[src/rtl/mmu_fault_report.sv]
`default_nettype none
// ============================================================================
// Module      : mmu_fault_report
// Description : Turns MMU permission-check results into bus strobes
//               (grant / berr) and captures the first denied access into a
//               fault status / fault address register pair. Later denials
//               that arrive while a fault is still unacknowledged are only
//               counted, in a saturating lost-fault counter.
// Revision    : 1.0 - initial release
// ============================================================================
module mmu_fault_report #(
    parameter int ADDR_W = 32,
    parameter int CNT_W  = 4
) (
    input  logic              clk,
    input  logic              rst_n,
    input  logic              chk_valid,
    input  logic              chk_allow,
    input  logic [4:0]        chk_fault,
    input  logic [2:0]        chk_req,
    input  logic              chk_is_user,
    input  logic [ADDR_W-1:0] chk_addr,
    input  logic              clr,
    input  logic              irq_en,
    output logic              grant,
    output logic              berr,
    output logic              pending,
    output logic              irq,
    output logic [8:0]        fsr,
    output logic [ADDR_W-1:0] far,
    output logic [CNT_W-1:0]  lost_cnt
);

    localparam logic [0:0] c_S_IDLE = 1'b0;
    localparam logic [0:0] c_S_PEND = 1'b1;

    localparam logic [CNT_W-1:0] c_CNT_MAX = {CNT_W{1'b1}};
    localparam logic [CNT_W-1:0] c_CNT_ONE = {{(CNT_W-1){1'b0}}, 1'b1};

    logic [0:0]        r_state;
    logic [0:0]        w_state_nxt;
    logic              r_grant;
    logic              r_berr;
    logic              r_irq;
    logic [8:0]        r_fsr;
    logic [ADDR_W-1:0] r_far;
    logic [CNT_W-1:0]  r_lost;

    logic              w_denied;
    logic              w_passed;
    logic              w_capture;
    logic              w_lost_inc;
    logic              w_lost_clr;

    // Qualified check outcomes; every other check field is ignored when chk_valid=0.
    always_comb begin
        w_denied = chk_valid & ~chk_allow;
        w_passed = chk_valid &  chk_allow;
    end

    // Next state plus capture and counter controls. A clear that collides with
    // a new denial re-arms on the new fault instead of dropping it.
    always_comb begin
        w_state_nxt = r_state;
        w_capture   = 1'b0;
        w_lost_inc  = 1'b0;
        w_lost_clr  = 1'b0;
        case (r_state)
            c_S_IDLE: begin
                if (w_denied) begin
                    w_capture   = 1'b1;
                    w_state_nxt = c_S_PEND;
                end
            end
            c_S_PEND: begin
                if (clr) begin
                    w_lost_clr = 1'b1;
                    if (w_denied) begin
                        w_capture = 1'b1;
                    end else begin
                        w_state_nxt = c_S_IDLE;
                    end
                end else if (w_denied) begin
                    w_lost_inc = 1'b1;
                end
            end
            default: begin
                w_state_nxt = c_S_IDLE;
            end
        endcase
    end

    // FSM state and one-cycle-latency bus strobes; berr is never gated by capture policy.
    always_ff @(posedge clk or negedge rst_n) begin
        if (!rst_n) begin
            r_state <= c_S_IDLE;
            r_grant <= 1'b0;
            r_berr  <= 1'b0;
            r_irq   <= 1'b0;
        end else begin
            r_state <= w_state_nxt;
            r_grant <= w_passed;
            r_berr  <= w_denied;
            r_irq   <= (w_state_nxt == c_S_PEND) & irq_en;
        end
    end

    // Fault status / address capture; held across lost faults and after clear.
    always_ff @(posedge clk or negedge rst_n) begin
        if (!rst_n) begin
            r_fsr <= 9'd0;
            r_far <= {ADDR_W{1'b0}};
        end else if (w_capture) begin
            r_fsr <= {chk_is_user, chk_req, chk_fault};
            r_far <= chk_addr;
        end
    end

    // Saturating count of denials that could not be captured.
    always_ff @(posedge clk or negedge rst_n) begin
        if (!rst_n) begin
            r_lost <= {CNT_W{1'b0}};
        end else if (w_lost_clr) begin
            r_lost <= {CNT_W{1'b0}};
        end else if (w_lost_inc && (r_lost != c_CNT_MAX)) begin
            r_lost <= r_lost + c_CNT_ONE;
        end
    end

    assign grant    = r_grant;
    assign berr     = r_berr;
    assign pending  = (r_state == c_S_PEND);
    assign irq      = r_irq;
    assign fsr      = r_fsr;
    assign far      = r_far;
    assign lost_cnt = r_lost;

endmodule
`default_nettype wire

[config.mk]
export PLATFORM = sky130hd
export DESIGN_NAME = mmu_fault_report
export DESIGN_NICKNAME = d
export VERILOG_FILES = /design/src/rtl/mmu_fault_report.sv
export SDC_FILE = /design/constraint.sdc
export NUM_CORES = 1
export LEC_CHECK = 0
export ABC_AREA = 1
export CAP_MARGIN = 10
export CORE_ASPECT_RATIO = 1.4
export CORE_UTILIZATION = 37
export DETAILED_ROUTE_END_ITERATION = 8
export GPL_ROUTABILITY_DRIVEN = 0
export PLACE_DENSITY = 0.74
export SETUP_SLACK_MARGIN = 0.1
export SLEW_MARGIN = 25
export SYNTH_ARGS = -nofsm -noshare
export SYNTH_HDL_FRONTEND = slang
export SYNTH_SLANG_ARGS = --single-unit
[constraint.sdc]
create_clock -name clk -period 1.24 [get_ports clk]
set_clock_uncertainty 0.1 [all_clocks]
set_input_delay 0.248 -clock clk [delete_from_list [all_inputs] [get_ports clk]]
set_output_delay 0.248 -clock clk [all_outputs]
set_load 0.01 [all_outputs]
==> summary.md, run 1 <==
| Metric | Value |
|---|---|
| Status | `finished, violations left` |
| Failing checks | `negative setup slack` |
| Post-route ant nets | `0` |
| Final setup margin | `-0.0456 ns` |
| CTS buffer count | `5` |
| Buffers on Ports | `95` |
| Ys flop type | `dfrtp_1` |
| Share of layout cells above drive strength 1 | `47.5%` |
| Detailed-route vias per instance | `4.90` |
| Post-Place Setup Slack | `-0.372 ns` |
| Startpoint types | `flip-flop` |
| Total grt overflow | `0` |
| Final setup fails | `19` |
| Synth top area share | `60.5%` |
| Routed len/inst | `around 16 µm` |
| Initial DRC count | `102` |
| Post-synth cell types | `17` |
| Largest net degree at the start of global routing | `28` |
| Clock Tree Buf Depth | `2` |
| First-pass DRT Iterations | `4` |
| Synth Warn # | `0` |
| Drt total wl | `6810 µm` |
| Io pins | `96` |
| Final setup TNS | `-0.343 ns` |
| Tmin final | `1.29 ns` |
| Die footprint | `a little under 6000 µm²` |
| Syn Nets | `269` |
| Register area share after synthesis | `approximately three fifths` |
| Number of flops mapped to enable cells by yosys | `0` |
| Final Max Slew Viols | `0` |
| Nets | `412` |
| Top area cells in the synthesized netlist | `dfrtp_1 61%, nand2_1 17%, nand3_1 12%` |
| FF+latch count, synth | `49` |
| Crit path DAT | `1.37 ns` |
| CTS tree | `done` |
| Mapped Cells | `around 220` |
| Slew margin rel. | `approximately three quarters` |
| First-pass GRT wire length | `around 9200 µm` |
| DRC violations left | `0` |
| Post-Syn Area per Cell | `9.17 µm²` |
| Crit path kind | `reg -> reg` |
| Multi-input combinational cell area | `1020 µm²` |
| Max Fclk | `778 MHz` |
| Post-DP HPWL | `3840 µm` |
| Clk sink count | `~50` |
| FF+latch area | `1230 µm²` |
| Core ar. | `approximately 5200 µm²` |
| Row count | `31` |
| Hold Crit Class | `in -> reg` |
| Htree depth | `2` |
| Vias in the first global route | `approximately 1900` |
| Worst-Skew Late Latency | `a little under 0.3 ns` |
| Initial antenna violation count | `0` |
| Cell area power density | `between 1000 and 1500 nW/µm²` |
| Area growth syn-to-layout | `87.0%` |
| Worst Path Required | `1.33 ns` |
| Worst-path fanout max | `7` |
| Area leader, netlist | `dfrtp_1` |
| Worst vdd ir | `roughly 0.83 mV` |
| Critical Path Sink Type | `flip-flop` |
| # fillers | `391` |
| Maxcap violations | `0` |
| Root Driver | `clkbuf_8` |
| Die H | `89.6 µm` |
| Routed vias | `2106` |
| Post-synth ARST share | `100%` |
| RSZ-0062 raised after global routing | `true` |
| Overall Global Routing Usage | `approximately a fifth` |
| Leakage power | `1.93 nW` |
| Die width | `64.5 µm` |
| Final period util | `104%` |
| Slew at the pin with the worst max-slew slack | `0.348 ns` |
| Initial Utilization | `roughly two fifths` |
| Clk pin slew, worst setup/hold paths | `~0.090 ns` |
| ANT cells | `0` |
| Mapped cell area | `between 2000 and 2500 µm²` |
| Final hold violations | `0` |
[placed cells by master (no fill, tap or decap)]
master           synthesis  final
clkbuf_16                0      3
inv_1                    5      4
o21a_1                   1      1
nor2_1                   3      3
xnor2_1                  1      1
nand2_4                  1      4
clkbuf_8                 0      5
o21ai_1                  0      1
nand3_4                  0      7
nand4_1                  1      1
o21ai_0                  2      1
ha_4                     0      1
nand3_1                 47      7
inv_2                    2      2
buf_4                    0     36
dfrtp_1                 49     47
nand2_8                  0      1
buf_8                    0      3
bufinv_16                0      1
buf_6                    4     10
inv_4                    0      1
buf_12                   0      6
dfrtp_2                  0      2
dlygate4sd2_1            0      3
nand2_2                  0     10
buf_16                   0      1
clkdlybuf4s50_1          0     42
nand2_1                 93     79
clkinv_2                 0      1
buf_2                    8     43
nor2_8                   1      1
nor2_4                   0      1
nand3_2                  1     34
dlygate4sd3_1            0      1
[area by class of cell]
cell class / count / area share (%)
inverters: 7 / 0.760
clock buffers: 5 / 1.82
well taps: 66 / 2.18
clock inverters: 2 / 0.925
repair buffers: 148 / 34.9
flip-flops and latches: 49 / 32.4
multi-input cells: 153 / 27.0
[kinds of logic after synthesis]
| kind of cell | synth area share (%) |
|---|---|
| flops | 60.5 |
| xor+xnor | 0.432 |
| simple gates | 32.1 |
| compound gates | 0.865 |
| fa+ha+maj | 0.618 |
| buf+inv | 5.50 |
[cell usage after synthesis, types with 2 or more instances]
cell	n
inv_1	5
buf_2	8
nand2_1	93
nor2_1	3
nand3_1	47
inv_2	2
o21ai_0	2
buf_6	4
dfrtp_1	49
[final timing paths]
kind                            slack (ns)           to  cells after the start  startpoint
max in group asynchronous             0.30  lost_cnt[1]                      3       rst_n
worst min register to register        0.38       far[5]                      2      far[5]
worst max register to register       -0.05       fsr[8]                      7     pending
min in group asynchronous             0.32         berr                      2       rst_n
worst min-delay path                  0.22        grant                      3   chk_valid
worst max-delay path                 -0.05       fsr[8]                      7     pending
[routing by layer]
metal | GRT usage, % | share of wire [%]
met1 | 24.0 | 36
met2 | 39.8 | 58
met3 | 3.44 | 4.2
met4 | 7.47 | 2.2
met5 | 0 | 0
[report_power, final]
part           internal (mW)  total (mW)  switching [mW]  leakage [nW]
Clock                  0.587        1.11           0.525        0.0540
Sequential              1.85        2.00           0.150         0.611
Combinational          0.861        1.62           0.757          1.26
[state kept, by name (all words and copies together) (netlist names)]
| signal | cells |
|---|---|
| berr | 1 |
| far | 32 |
| fsr | 9 |
| grant | 1 |
| irq | 1 |
| lost_cnt | 4 |
| pending | 1 |
[stage by stage]
stage	hold WS, ns	std cells	power [mW]	utilization, %	area [µm²]
2_1_floorplan	-0.148	221	2.50	-	2070
3_3_place_gp	0.0645	388	3.36	61.5	3220
3_5_place_dp	0.0651	388	3.40	61.5	3220
4_1_cts	0.210	411	4.44	64.3	3370
5_1_grt	0.252	430	4.96	72.4	3790
6_report	0.217	430	4.73	72.4	3790
[repair_timing]
action                                 CTS  global route
gates resized for setup                233            48
hold buffers                             1             0
pin swaps                               28            38
buffers inserted                        14            17
endpoints found under the hold margin   10             0
setup endpoints to repair               95            94
cloned                                   2             4
[worst max-delay path: stages, from the launching register on]
cell and delay, ns:
dfrtp_1 0.39, inv_2 0.06, nor2_4 0.11, inv_4 0.07, buf_8 0.15, clkbuf_16 0.17
nand3_2 0.06, nand2_1 0.07
Note: power is estimated with default switching activity, not from simulation.
==> run 2, diff against run 1 <==
- SKIP_CTS_REPAIR_TIMING: not set -> 1
==> run 2 against run 1 <==
Against the previous run: the flow still finishes with violations (negative setup slack); largest power group unchanged; register-to-register slack better by 0.03 ns; critical endpoint is now lost_cnt[0]; routed wire length fell by 20%; worst hold slack got worse by 0.10 ns; clock-buffer cell count did not move.
==> summary.md, run 2 (same netlist as run 1, synthesis figures left out) <==
| Metric | Value |
|---|---|
| Combinational share of power | `30.5% (was 34.2%)` |
| Slew at the pin with the worst max-slew slack | `0.342 ns (was 0.348 ns)` |
| First-pass GRT wire length | `8260 µm (was 9230 µm)` |
| Share of layout cells above drive strength 1 | `33.7% (was 47.5%)` |
| Crit path kind | `reg -> reg (unchanged)` |
| First-pass DRT Iterations | `4 (unchanged)` |
| Io pins | `96 (unchanged)` |
| Clk pwr share | `24.7% (was 23.5%)` |
| CP top delay family | `flip-flops (was buffers and inverters)` |
| Root Driver | `clkbuf_8 (unchanged)` |
| Worst r2r path cells | `6 (was 7)` |
| WP depth | `6 (was 7)` |
| Overall Global Routing Usage | `18.8% (was 21.1%)` |
| Most used cell, CP | `nand3_4` |
| Final hold violations | `0 (unchanged)` |
| Final Max Slew Viols | `0 (unchanged)` |
| Leakage power | `1.83 nW (was 1.93 nW)` |
| CP cell instances | `buf_6 > ha_4 > nand3_4 > nand3_4 > nand3_1 > nand2_1 (was inv_2 > nor2_4 > inv_4 > buf_8 > clkbuf_16 > nand3_2 > nand2_1)` |
| Tmin final | `1.25 ns (was 1.29 ns)` |
| Final setup margin | `-0.0128 ns (was -0.0456 ns)` |
| GR Util met2 | `34.4% (was 39.8%)` |
| Post-Place Setup Slack | `-0.372 ns (unchanged)` |
| Routed len/inst | `13.0 µm (was 15.8 µm)` |
| Die footprint | `5780 µm² (unchanged)` |
| Total grt overflow | `0 (unchanged)` |
| Switching power | `1.28 mW (was 1.43 mW)` |
| Internal power | `3.15 mW (was 3.30 mW)` |
| Worst-Skew Late Latency | `0.29 ns (about the same)` |
| Crit path DAT | `1.34 ns (was 1.37 ns)` |
| Sw frac | `29.0% (was 30.3%)` |
| WHS | `0.114 ns (was 0.217 ns)` |
| Post-Layout Cell Count | `416 (was 430)` |
| Buf/Inv on CP | `1 (was 4)` |
| ANT cells | `0 (unchanged)` |
| Final setup fails | `3 (was 19)` |
| Failing checks | `negative setup slack (unchanged)` |
| Status | `finished, violations left (unchanged)` |
| Most frequent cells in the layout | `81 x nand2_1, 47 x dfrtp_1, 45 x nand3_1 (was 79 x nand2_1, 47 x dfrtp_1, 43 x buf_2)` |
| Worst-path fanout max | `6 (was 7)` |
| Detailed-route vias per instance | `4.64 (was 4.90)` |
| Dpl cells | `388 (unchanged)` |
| DRC violations left | `0 (unchanged)` |
| Die H | `89.6 µm (unchanged)` |
| Nets | `398 (was 412)` |
| Initial DRC count | `150 (was 102)` |
| Core ar. | `5240 µm² (unchanged)` |
| Max reg flops | `32 (unchanged)` |
| Buffers on Ports | `95 (unchanged)` |
| Met3 usage | `3.44% (unchanged)` |
| Worst vdd ir | `0.843 mV (was 0.830 mV)` |
| Hold path depth | `3 (unchanged)` |
| Slew margin rel. | `77.2% (was 76.8%)` |
| CTS buffer count | `5 (unchanged)` |
| Final period util | `101% (was 104%)` |
| Die width | `64.5 µm (unchanged)` |
| Clk sink count | `49 (unchanged)` |
| Row count | `31 (unchanged)` |
| Area growth syn-to-layout | `66.8% (was 87.0%)` |
| Startpoint types | `flip-flop (unchanged)` |
| Post-DP HPWL | `3840 µm (unchanged)` |
| Maxcap violations | `0 (unchanged)` |
| Htree depth | `2 (unchanged)` |
| Initial antenna violation count | `0 (unchanged)` |
| CTS tree | `done (unchanged)` |
| RSZ-0062 raised after global routing | `true (unchanged)` |
| Drt total wl | `5420 µm (was 6810 µm)` |
| Gr busiest metal | `met2 (unchanged)` |
| Largest net degree at the start of global routing | `28 (unchanged)` |
| Post-route ant nets | `0 (unchanged)` |
| Cell area power density | `1310 nW/µm² (was 1250 nW/µm²)` |
| Vias in the first global route | `1765 (was 1893)` |
| Max stage delay cell, worst path | `dfrtp_2 (was dfrtp_1)` |
| Routed vias | `1932 (was 2106)` |
| Post-layout util | `64.5% (was 72.4%)` |
| Max Fclk | `798 MHz (was 778 MHz)` |
| Grt met1 use | `21.4% (was 24.0%)` |
| Clock Tree Buf Depth | `2 (unchanged)` |
| CP peak stage delay | `0.43 ns (was 0.39 ns)` |
| Most common cell after layout, fill and taps aside | `nand2_1 (unchanged)` |
| Clk pin slew, worst setup/hold paths | `0.08 ns (was 0.09 ns)` |
| Reg power frac | `44.9% (was 42.3%)` |
| Worst Path Required | `1.32 ns (was 1.33 ns)` |
| Critical Path Sink Type | `flip-flop (unchanged)` |
| Hold Crit Class | `in -> reg (unchanged)` |
| Initial Utilization | `38.7% (unchanged)` |
-- run 2: cell types whose count changed in the layout (fill, tap and decap cells not counted), sizes merged --
cell	delta
buf	-19
clkbuf	+4
dlymetal6s2s	+4
dlygate4sd2	-3
-- run 2: worst paths after layout --
path	startpoint	to	slack, ns
worst max-delay path	lost_cnt[1]	lost_cnt[0]	-0.01
worst min-delay path	chk_valid	grant	0.11
worst max register to register	lost_cnt[1]	lost_cnt[0]	-0.01
worst min register to register	far[30]	far[30]	0.37
max in group asynchronous	rst_n	lost_cnt[1]	0.33
min in group asynchronous	rst_n	berr	0.29
-- run 2: layer usage --
metal  part of all wire [%]  up-vias
met5                      0        -
met4                    2.0        0
met3                    4.1        9
met2                     55       55
met1                     39      904
li1                       -      964
-- run 2: worst reg2reg max path, delay by kind of cell, from the launching register on --
family / cells / cell delay, ns
buffers and inverters: 1 / 0.12
and+or+nand+nor: 4 / 0.33
adders and majority gates: 1 / 0.16
DFF: 1 / 0.43
-- run 2: cell type report --
cell class / instances / area, µm²
Tap cell: 66 / 82.6
Sequential cell: 49 / 1230
Inverter: 7 / 28.8
Clock inverter: 2 / 35.0
Clock buffer: 5 / 68.8
Timing Repair Buffer: 134 / 1150
Fill cell: 467 / 1860
Multi-Input combinational cell: 153 / 786
-- run 2: power groups by stage --
stage | Sequential [mW] | Clock (mW) | Combinational, mW
floorplan | 2.16 | 0 | 0.345
detailed placement | 2.01 | 0 | 1.38
global placement | 2.01 | 0 | 1.35
CTS | 1.99 | 1.13 | 1.38
finish | 1.99 | 1.09 | 1.35
global route | 2.01 | 1.19 | 1.48
-- run 2: per-stage QoR --
stage | instance area (µm²) | power, mW | setup TNS, ns
global placement | 3220 | 3.36 | -15.33
floorplan | 2070 | 2.50 | 0
detailed placement | 3220 | 3.40 | -15.93
finish | 3380 | 4.43 | -0.0247
global route | 3380 | 4.69 | -1.08
CTS | 3320 | 4.50 | -16.55
